<file path="config.mk">
export PLATFORM = sky130hd
export DESIGN_NAME = if_fetch_unit
export DESIGN_NICKNAME = d
export VERILOG_FILES = /design/src/rtl/riscv_pkg.sv /design/src/rtl/if_fifo.sv /design/src/rtl/if_fetch_unit.sv
export SDC_FILE = /design/constraint.sdc
export NUM_CORES = 1
export LEC_CHECK = 0
export ABC_AREA = 1
export CAP_MARGIN = 20
export CORE_ASPECT_RATIO = 1.5
export CORE_MARGIN = 5
export CORE_UTILIZATION = 55
export CTS_BUF_LIST = sky130_fd_sc_hd__clkbuf_8
export DETAILED_ROUTE_END_ITERATION = 6
export GPL_ROUTABILITY_DRIVEN = 0
export GPL_TIMING_DRIVEN = 0
export PLACE_DENSITY = 0.82
export SYNTH_ARGS = -nofsm -noshare
export SYNTH_HDL_FRONTEND = slang
export SYNTH_SLANG_ARGS = --single-unit
</file>
<file path="constraint.sdc">
create_clock -name clk -period 5.5 [get_ports clk]
set_input_delay 1.1 -clock clk [delete_from_list [all_inputs] [get_ports clk]]
set_output_delay 1.1 -clock clk [all_outputs]
set_load 0.02 [all_outputs]
</file>
<file path="src/rtl/riscv_pkg.sv">
// Shared types and constants for the instruction fetch slice.
package riscv_pkg;

    localparam int XLEN = 32;

    localparam logic [XLEN-1:0] INST_NOP           = 32'h0000_0013;
    localparam logic [XLEN-1:0] RESET_ADDR_DEFAULT = 32'h0000_0000;

    typedef enum logic [1:0] {
        S_BOOT  = 2'd0,
        S_FETCH = 2'd1,
        S_STALL = 2'd2
    } fetch_state_e;

    // Sequential word address; wraps modulo 2^XLEN.
    function automatic logic [XLEN-1:0] next_word_addr(input logic [XLEN-1:0] addr);
        return addr + 32'd4;
    endfunction

endpackage

</file>
<file path="src/rtl/if_fifo.sv">
// Synchronous instruction buffer: DEPTH entries of {addr, word}, push/pop/flush,
// occupancy count and register-backed head entry. DEPTH must be a power of two.
module if_fifo #(
    parameter int DEPTH = 2,
    parameter int WIDTH = 64,
    localparam int CW = $clog2(DEPTH + 1)
) (
    input  logic             clk,
    input  logic             rst,
    input  logic             push,
    input  logic [WIDTH-1:0] push_data,
    input  logic             pop,
    input  logic             flush,
    output logic [CW-1:0]    count,
    output logic [WIDTH-1:0] head
);

    localparam int AW = $clog2(DEPTH);

    logic [WIDTH-1:0] mem [DEPTH];
    logic [AW-1:0]    wr_ptr;
    logic [AW-1:0]    rd_ptr;
    logic             do_push;
    logic             do_pop;

    assign do_push = push && !flush && (count != CW'(DEPTH));
    assign do_pop  = pop && !flush && (count != '0);
    assign head    = mem[rd_ptr];

    // Storage write; contents need no reset since count gates validity.
    always_ff @(posedge clk) begin
        if (do_push) begin
            mem[wr_ptr] <= push_data;
        end
    end

    // Pointer and occupancy tracking; flush empties the buffer in one edge.
    always_ff @(posedge clk or posedge rst) begin
        if (rst) begin
            wr_ptr <= '0;
            rd_ptr <= '0;
            count  <= '0;
        end else if (flush) begin
            wr_ptr <= '0;
            rd_ptr <= '0;
            count  <= '0;
        end else begin
            if (do_push) begin
                wr_ptr <= wr_ptr + AW'(1);
            end
            if (do_pop) begin
                rd_ptr <= rd_ptr + AW'(1);
            end
            if (do_push && !do_pop) begin
                count <= count + CW'(1);
            end else if (do_pop && !do_push) begin
                count <= count - CW'(1);
            end
        end
    end

endmodule

</file>
<file path="src/rtl/if_fetch_unit.sv">
// Instruction fetch unit: owns the PC, issues word reads to instruction ROM,
// buffers returned words and hands {ins, ins_addr} to the if_id register.
// Optional build macro IF_PERF_CNT_EN adds fetch/flush performance counters.
//
//   state   | meaning
//   S_BOOT  | first cycle after reset, no request
//   S_FETCH | requesting while credit is available
//   S_STALL | held by hazard control or out of credit
module if_fetch_unit
    import riscv_pkg::*;
#(
    parameter logic [XLEN-1:0] RESET_ADDR = RESET_ADDR_DEFAULT,
    parameter int              FIFO_DEPTH = 2,
    parameter int              MAX_OUTST  = 2
) (
    input  logic            clk,
    input  logic            rst,
    input  logic            jump_en,
    input  logic [XLEN-1:0] jump_addr,
    input  logic            hold_en,
    output logic            rom_req,
    output logic [XLEN-1:0] rom_addr,
    input  logic            rom_gnt,
    input  logic            rom_rvalid,
    input  logic [XLEN-1:0] rom_rdata,
    output logic [XLEN-1:0] ins_o,
    output logic [XLEN-1:0] ins_addr_o,
    output logic            ins_valid_o,
    input  logic            ins_ready_i
`ifdef IF_PERF_CNT_EN
    ,
    output logic [31:0]     perf_fetch_cnt,
    output logic [31:0]     perf_flush_cnt
`endif
);

    localparam int OW = $clog2(MAX_OUTST + 1);
    localparam int CW = $clog2(FIFO_DEPTH + 1);

    fetch_state_e      state;
    fetch_state_e      state_next;
    logic [XLEN-1:0]   pc;
    logic [XLEN-1:0]   resp_pc;
    logic [OW-1:0]     outst;
    logic [OW-1:0]     outst_next;
    logic [OW-1:0]     discard;
    logic [CW-1:0]     fifo_count;
    logic [2*XLEN-1:0] fifo_head;
    logic              credit_ok;
    logic              issue;
    logic              resp;
    logic              fifo_push;
    logic              fifo_pop;
    logic              fifo_valid;

    // Every in-flight response must already own a buffer slot.
    assign credit_ok = (32'(outst) < MAX_OUTST) &&
                       ((32'(outst) + 32'(fifo_count)) < FIFO_DEPTH);

    assign rom_req    = (state == S_FETCH) && !jump_en && !hold_en && credit_ok;
    assign rom_addr   = pc;
    assign issue      = rom_req && rom_gnt;
    assign resp       = rom_rvalid && (outst != '0);
    assign fifo_push  = resp && !jump_en && (discard == '0);
    assign fifo_valid = (fifo_count != '0);
    assign fifo_pop   = fifo_valid && ins_ready_i && !jump_en;

    assign ins_valid_o = fifo_valid;
    assign ins_o       = fifo_valid ? fifo_head[XLEN-1:0]      : INST_NOP;
    assign ins_addr_o  = fifo_valid ? fifo_head[2*XLEN-1:XLEN] : '0;

    // Requests in flight after this edge.
    always_comb begin
        outst_next = outst;
        if (issue) begin
            outst_next = outst_next + OW'(1);
        end
        if (resp) begin
            outst_next = outst_next - OW'(1);
        end
    end

    // Next-state logic for the fetch sequencer.
    always_comb begin
        state_next = state;
        case (state)
            S_BOOT:  state_next = S_FETCH;
            S_FETCH: if (hold_en || !credit_ok) state_next = S_STALL;
            S_STALL: if (!hold_en && credit_ok) state_next = S_FETCH;
            default: state_next = S_BOOT;
        endcase
    end

    // State register.
    always_ff @(posedge clk or posedge rst) begin
        if (rst) begin
            state <= S_BOOT;
        end else begin
            state <= state_next;
        end
    end

    // PC, response tagging and in-flight bookkeeping; a jump overrides all of it.
    always_ff @(posedge clk or posedge rst) begin
        if (rst) begin
            pc      <= RESET_ADDR;
            resp_pc <= RESET_ADDR;
            outst   <= '0;
            discard <= '0;
        end else begin
            outst <= outst_next;
            if (jump_en) begin
                pc      <= jump_addr;
                resp_pc <= jump_addr;
                discard <= outst_next;
            end else begin
                if (issue) begin
                    pc <= next_word_addr(pc);
                end
                if (resp) begin
                    if (discard != '0) begin
                        discard <= discard - OW'(1);
                    end else begin
                        resp_pc <= next_word_addr(resp_pc);
                    end
                end
            end
        end
    end

    if_fifo #(
        .DEPTH (FIFO_DEPTH),
        .WIDTH (2 * XLEN)
    ) u_fifo (
        .clk       (clk),
        .rst       (rst),
        .push      (fifo_push),
        .push_data ({resp_pc, rom_rdata}),
        .pop       (fifo_pop),
        .flush     (jump_en),
        .count     (fifo_count),
        .head      (fifo_head)
    );

`ifdef IF_PERF_CNT_EN
    // Pops delivered to if_id, and words thrown away by redirects.
    always_ff @(posedge clk or posedge rst) begin
        if (rst) begin
            perf_fetch_cnt <= '0;
            perf_flush_cnt <= '0;
        end else begin
            if (fifo_pop) begin
                perf_fetch_cnt <= perf_fetch_cnt + 32'd1;
            end
            if (jump_en) begin
                perf_flush_cnt <= perf_flush_cnt + 32'(fifo_count) + 32'(resp);
            end else if (resp && (discard != '0)) begin
                perf_flush_cnt <= perf_flush_cnt + 32'd1;
            end
        end
    end
`endif

`ifndef SYNTHESIS
    // Unrequested ROM data would corrupt the in-flight count.
    assert property (@(posedge clk) disable iff (rst) rom_rvalid |-> (outst != '0));
`endif

endmodule

</file>
==> results of run 1 <==
==> layout make-up <==
type | count | area share [%]
Sequential cell | 202 | 45.5
Buffer | 37 | 1.50
Clock inverter | 24 | 1.67
Inverter | 89 | 2.75
Timing Repair Buffer | 170 | 13.9
Clock buffer | 30 | 3.30
Multi-Input combinational cell | 784 | 29.2
Tap cell | 217 | 2.17
==> report_power, final <==
part / total, mW / switching (mW) / internal, mW
Clock: 1.25 / 0.555 / 0.699
Combinational: 1.89 / 1.15 / 0.742
Sequential: 1.98 / 0.174 / 1.81
==> sequential cells by signal, summed over array words and instances, names as in the netlist <==
name,count
resp_pc,32
state,2
u_fifo.rd_ptr,1
u_fifo.wr_ptr,1
u_fifo.mem,128
u_fifo.count,2
rom_addr,32
discard,2
outst,2
==> kinds of logic (layout without fill, tap and decap cells) <==
kind of cell | Yosys count | count (layout) | synth area share (%)
compound gates | 130 | 130 | 7.15
xor+xnor | 19 | 19 | 1.69
fa+ha+maj | 5 | 5 | 0.710
buf+inv | 126 | 350 | 5.37
flops | 202 | 202 | 57.7
mux | 1 | 1 | 0.101
simple gates | 629 | 629 | 27.2
==> worst paths after layout <==
path | depth (start not counted) | from | end | slack [ns]
max | 5 | u_fifo.rd_ptr | ins_addr_o[19] | 1.60
min | 0 | resp_pc[0] | u_fifo.mem[0][32] | 0.47
max reg2reg | 8 | outst[1] | u_fifo.mem[0][50] | 2.50
min reg2reg | 0 | resp_pc[0] | u_fifo.mem[0][32] | 0.47
max in group asynchronous | 3 | rst | resp_pc[17] | 4.02
min in group asynchronous | 2 | rst | u_fifo.wr_ptr | 0.87
==> through the flow <==
step                worst slack (ns)  hold WS, ns  instance area [um2]  instances  TNS (ns)
global placement               -1.34        0.452                11800       1496   -170.62
CTS                             1.54        0.479                12500       1553         0
floorplan                      0.658        0.442                 9860       1112         0
detailed placement              1.58        0.468                11900       1499         0
finish                          1.60        0.474                12500       1553         0
global route                    1.38        0.501                12500       1553         0
==> Yosys cell counts, drive strengths merged, types with 4 or more instances <==
cell    count  area [um2]
ha          4        50.1
nor2       96         429
dfrtp      74        1850
nand3b      8        60.1
inv        88         338
o211ai     12        90.1
buf        14         101
clkbuf     23        86.3
nand2     427        1650
nor3        8        45.0
o21ai      31         155
nand3      78         428
nand4       8        50.1
edfxtp    128        3840
a21oi      78         390
xor2       17         149
==> routing by layer <==
layer,GRT usage [%],wire length [um]
met3,4.49,2030
met5,0,0
met1,29.6,9630
met4,13.4,1430
met2,48.0,14100
==> worst max-delay path, cell delays in order, from the launching register on <==
cell                              delay, ns
sky130_fd_sc_hd__dfrtp_1               0.36
sky130_fd_sc_hd__clkbuf_1              0.45
sky130_fd_sc_hd__clkbuf_1              0.44
sky130_fd_sc_hd__nand2_1               0.13
sky130_fd_sc_hd__a21oi_1               0.22
sky130_fd_sc_hd__clkdlybuf4s50_1       0.64
==> impl_summary.txt, run 1 <==
----------------------------------------------------
[Layout]
  Ant diodes ... 0
  Most frequent standard cell in the layout excluding fill and tap cells ... sky130_fd_sc_hd__nand2_1
  Sequential cell area ... 5700 um2
  Net total in the final layout ... 1389
  FILL cells ... 1295
  Share of post-route cells with drive strength above 1 ... 7.41%
  Synthesis-to-finish area growth ... 26.9%
  Highest-count cells in the layout ignoring fill and taps ... 416 x sky130_fd_sc_hd__nand2_1, 167 x sky130_fd_sc_hd__clkdlybuf4s50_1, 128 x sky130_fd_sc_hd__edfxtp_1, 95 x sky130_fd_sc_hd__inv_1
  Area taken by multi-input logic gates ... 3650 um2
  Layout Utilization ... 70.3%

[Clocking]
  Clock insertion delay at the later pin of the skew report ... 0.56 ns
  Total clock sinks ... 202
  Post-CTS Hold Fix Bufs ... 0
  CTS Buf Count ... 29
  Clock root cell ... sky130_fd_sc_hd__clkbuf_8
  Reg clk slew, reported paths ... 0.07 ns
  Clock buffer depth ... 3
  Number of cells upsized or downsized after cts ... 0
  CTS H-Tree Depth ... 1
  Setup Fix Bufs, Post-CTS ... 0
  CTS tree ... done

[Power]
  Total power draw ... 5.12 mW
  Leak pwr ... 5.11 nW
  Power density over the cells ... 410 nW/um2
  Highest ir drop seen on vdd ... 284 uV

[Global route]
  Overall Global Routing Usage ... 26.5%
  Largest net degree at the start of global routing ... 53
  Antenna violations before repair ... 0
  Via count of the first global-routing pass ... 8795
  Wire length of the first global-routing pass ... 44200 um
  Total overflow reported by the global router ... 0

[Drt]
  Vias per cell ... 5.53
  Routed Antenna Nets ... 0
  Total Wirelength ... 27200 um
  Drt wl/cell ... 17.5 um
  Drt drc ... 0
  First-pass detailed-route iteration total ... 5
  Vias ... 8594
  Violation count after the first detailed-routing iteration ... 628

[Timing]
  Post-route fraction of the period consumed by the critical path ... 70.9%
  Setup repair after global routing missed its margin ... no
  Hold Vio Cnt, Final ... 0
  Actual transition at the worst max-transition pin ... 0.992 ns
  Final critical path time including I/O delays and setup ... 3.90 ns
  Final setup violation count ... 0
  Worst slew margin relative to its limit ... 33.7%
  Maximum frequency from static timing analysis ... 256 MHz
  Pins over their slew limit ... 0
  Worst clock skew on the final layout ... 0.0249 ns

[Synth]
  Number of enable flip-flop cells after synthesis ... 128
  Share of flip-flops with an asynchronous set or reset ... 36.6%
  Cell area after synthesis ... 9860 um2
  Average size of a mapped cell ... 8.87 um2
  Most used flip-flop cell after synthesis ... sky130_fd_sc_hd__edfxtp_1
  Syn Nets ... 1188
  Distinct cells, synth ... 47
  Number of synthesis warnings ... 0
  Sequential area share after synthesis ... 57.7%
  Number of storage elements in the synthesis netlist ... 202
  Instance count of the mapped netlist ... 1112

[Run]
  Max-cap violations ... 0

[Floorplanning]
  Placeable Area ... 17800 um2
  Standard-cell rows ... 60
  Area of the die ... 20800 um2
  Horizontal die dimension ... 119 um
  Top-level port count ... 169
  Die outline height ... 174 um
  Effective utilization at floorplan ... 55.4%

[Setup path]
  Critical path startpoint category ... flip-flop
  Max FO, Critical Path ... 10
  WS Path Type ... flip-flop to output pin
  Critical Path RT ... 4.40 ns
  Critical Path AT ... 2.80 ns
  Endpoint class of the critical path ... output pin

[Worst hold path]
  Min-delay worst type ... flip-flop to flip-flop

[Placed design]
  HPWL after detailed placement ... 20200 um
  Count of input and output buffers ... 167

[Outcome]
  Run status ... complete, no violations

----------------------------------------------------
No activity file was read; power rests on OpenSTA's default activity.
==> run 2: changes to the inputs <==
--- a/config.mk
+++ b/config.mk
@@ -9,12 +9,12 @@
 export CAP_MARGIN = 20
 export CORE_ASPECT_RATIO = 1.5
 export CORE_MARGIN = 5
-export CORE_UTILIZATION = 55
+export CORE_UTILIZATION = 50
 export CTS_BUF_LIST = sky130_fd_sc_hd__clkbuf_8
 export DETAILED_ROUTE_END_ITERATION = 6
 export GPL_ROUTABILITY_DRIVEN = 0
 export GPL_TIMING_DRIVEN = 0
-export PLACE_DENSITY = 0.82
+export PLACE_DENSITY = 0.79
 export SYNTH_ARGS = -nofsm -noshare
 export SYNTH_HDL_FRONTEND = slang
 export SYNTH_SLANG_ARGS = --single-unit
==> constraint.sdc (replaced) <==
create_clock -name clk -period 3.2 [get_ports clk]
set_input_delay 0.64 -clock clk [delete_from_list [all_inputs] [get_ports clk]]
set_output_delay 0.64 -clock clk [all_outputs]
set_load 0.02 [all_outputs]
==> run 2 against run 1 <==
- combinational power rose by 68%
- sequential power rose by 72%
- first-iteration DRC count fell by 16%
- sequential cell count did not move
- non-clock buffer count did not move
- register-to-register slack got worse by 2.3 ns
- critical path depth rose by 1
- clock skew fell by 0.014 ns
- clock power rose by 54%
- die area rose by 9.3%
- via count fell by 2.9%
- setup slack got worse by 1.5 ns
- largest cell class unchanged
- highest routed layer unchanged
==> impl_summary.txt, run 2 (same netlist as run 1, synthesis figures left out) <==
----------------------------------------------------
[Global route]
  Largest net degree at the start of global routing ... 69 (was 53)
  Antenna violations before repair ... 0 (unchanged)
  Overall Global Routing Usage ... 23.1% (was 26.5%)
  Total overflow reported by the global router ... 0 (unchanged)
  Wire length of the first global-routing pass ... 42200 um (was 44200 um)
  Via count of the first global-routing pass ... 8294 (was 8795)

[Floorplanning]
  Placeable Area ... 19600 um2 (was 17800 um2)
  Horizontal die dimension ... 125 um (was 119 um)
  Area of the die ... 22700 um2 (was 20800 um2)
  Top-level port count ... 169 (unchanged)
  Die outline height ... 182 um (was 174 um)
  Effective utilization at floorplan ... 50.3% (was 55.4%)
  Standard-cell rows ... 63 (was 60)

[Timing]
  Actual transition at the worst max-transition pin ... 0.972 ns (was 0.992 ns)
  Worst setup margin ... 0.110 ns (was 1.60 ns)
  Pins over their slew limit ... 0 (unchanged)
  Hold Vio Cnt, Final ... 0 (unchanged)
  Setup TNS ... 0 ns (unchanged)
  Hold WS ... 0.329 ns (was 0.474 ns)
  Post-route fraction of the period consumed by the critical path ... 96.6%
  Maximum frequency from static timing analysis ... 324 MHz
  Final setup violation count ... 0 (unchanged)
  Worst slew margin relative to its limit ... 35.1% (was 33.7%)
  Worst clock skew on the final layout ... 0.0110 ns (was 0.0249 ns)
  Final critical path time including I/O delays and setup ... 3.09 ns

[Clocking]
  CTS tree ... done (unchanged)
  Clock root cell ... sky130_fd_sc_hd__clkbuf_8 (unchanged)
  Clock buffer depth ... 3 (unchanged)
  Reg clk slew, reported paths ... 0.07 ns (about the same)
  CTS H-Tree Depth ... 1 (unchanged)
  Post-CTS Hold Fix Bufs ... 0 (unchanged)
  CTS Buf Count ... 28 (was 29)
  Clock insertion delay at the later pin of the skew report ... 0.55 ns (was 0.56 ns)
  Total clock sinks ... 202 (unchanged)

[Placed design]
  Count of input and output buffers ... 167 (unchanged)
  Cells after DPL ... 1542 (was 1499)
  Post-place setup slack ... -0.263 ns (was 1.58 ns)
  HPWL after detailed placement ... 19900 um (was 20200 um)

[Drt]
  Violation count after the first detailed-routing iteration ... 525 (was 628)
  Vias per cell ... 5.23 (was 5.53)
  Drt drc ... 0 (unchanged)
  Vias ... 8343 (was 8594)
  First-pass detailed-route iteration total ... 5 (unchanged)
  Total Wirelength ... 26700 um (was 27200 um)
  Routed Antenna Nets ... 0 (unchanged)
  Drt wl/cell ... 16.8 um (was 17.5 um)

[Layout]
  Register with the most flip-flops ... u_fifo.mem (unchanged)
  Number of flip-flops in the largest register ... 128 (unchanged)
  Post-route insts no fill ... 1594 (was 1553)
  Synthesis-to-finish area growth ... 28.0% (was 26.9%)
  Most frequent standard cell in the layout excluding fill and tap cells ... sky130_fd_sc_hd__nand2_1 (unchanged)
  Share of post-route cells with drive strength above 1 ... 8.70% (was 7.41%)
  Net total in the final layout ... 1388 (was 1389)
  FILL cells ... 1583 (was 1295)
  Ant diodes ... 0 (unchanged)
  Highest-count cells in the layout ignoring fill and taps ... 416 x sky130_fd_sc_hd__nand2_1, 128 x sky130_fd_sc_hd__edfxtp_1, 116 x sky130_fd_sc_hd__clkdlybuf4s50_1, 92 x sky130_fd_sc_hd__inv_1 (was 416 x sky130_fd_sc_hd__nand2_1, 167 x sky130_fd_sc_hd__clkdlybuf4s50_1, 128 x sky130_fd_sc_hd__edfxtp_1, 95 x sky130_fd_sc_hd__inv_1)

[Worst hold path]
  Min-delay worst type ... input port to async pin (was flip-flop to flip-flop)

[Setup path]
  Critical Path AT ... 2.45 ns (was 2.80 ns)
  Max FO, Critical Path ... 10 (unchanged)
  Worst-case register-to-register setup slack ... 0.21 ns (was 2.50 ns)
  Critical path startpoint category ... flip-flop (unchanged)
  CP max-delay cell ... sky130_fd_sc_hd__clkdlybuf4s50_1 (unchanged)
  Max stage delay on crit path ... 0.64 ns (about the same)
  Count of buffer and inverter cells on the critical path ... 4 (was 3)
  WS Path Type ... flip-flop to output pin (unchanged)
  Endpoint class of the critical path ... output pin (unchanged)
  Critical Path RT ... 2.56 ns (was 4.40 ns)
  Cell breakdown of the critical path ... inv_1, nand2_2, clkinv_2, clkbuf_2, a21oi_1, clkdlybuf4s50_1 (was clkbuf_1, clkbuf_1, nand2_1, a21oi_1, clkdlybuf4s50_1)
  Largest delay contributor family on the critical path ... buffers and inverters (unchanged)

[Power]
  Highest ir drop seen on vdd ... 311 uV (was 284 uV)
  Power density over the cells ... 674 nW/um2 (was 410 nW/um2)
  Leak pwr ... 5.81 nW (was 5.11 nW)

[Run]
  Max-cap violations ... 0 (unchanged)

[Outcome]
  Run status ... complete, no violations (unchanged)

----------------------------------------------------
==> run 2: cell types whose count changed in the layout (fill, tap and decap cells not counted), sizes merged <==
cell / before / now
clkbuf: 53 / 52
clkinvlp: 0 / 2
inv: 102 / 99
dlymetal6s2s: 0 / 47
clkdlybuf4s50: 167 / 116
clkinv: 7 / 8
bufinv: 4 / 1
buf: 17 / 19
dlygate4sd2: 0 / 4
==> run 2: path summary, 6_finish.rpt <==
path                            startpoint                end  cells after the start
min in group clk                   jump_en         resp_pc[8]                      4
setup reg to reg                  outst[1]  u_fifo.mem[0][49]                      8
max in group asynchronous              rst       rom_addr[26]                      3
hold / removal                         rst         resp_pc[1]                      2
setup / recovery           u_fifo.count[1]     ins_addr_o[26]                      6
hold reg to reg                 resp_pc[0]  u_fifo.mem[0][32]                      0
==> run 2: timing repair <==
action	4_1_cts	5_1_grt
resized for setup	16	60
buffers inserted	0	0
setup endpoints to repair	64	58
pin swaps	0	0
==> run 2: report_power, final <==
group | internal (mW) | switching, mW | leakage, nW | total (mW)
logic | 1.23 | 1.94 | 3.45 | 3.17
clock network | 0.978 | 0.952 | 0.315 | 1.93
registers | 3.11 | 0.302 | 2.05 | 3.41
==> run 2: final cells by class <==
class	instances	area (um2)	area share, %
Sequential cell	202	5700	45.1
Timing Repair Buffer	170	1850	14.7
Buffer	37	208	1.64
Multi-Input combinational cell	784	3650	28.9
Inverter	89	345	2.73
Clock buffer	31	427	3.38
Tap cell	260	325	2.58
Clock inverter	21	123	0.971
==> run 2: layer usage <==
| metal | wire [um] | GRT usage [%] | vias up |
|---|---|---|---|
| li1 | - | - | 4061 |
| met3 | 1910 | 3.91 | 92 |
| met1 | 9750 | 26.1 | 3834 |
| met4 | 1460 | 12.2 | 0 |
| met2 | 13600 | 41.4 | 356 |
| met5 | 0 | 0 | - |
==> run 2: per-stage QoR <==
step	cell area (um2)	utilization [%]	total power, mW
2_1_floorplan	9870	-	5.21
3_3_place_gp	11900	60.5	6.61
5_1_grt	12600	64.4	9.01
3_5_place_dp	11900	60.9	6.69
6_report	12600	64.4	8.51
4_1_cts	12500	63.7	8.63
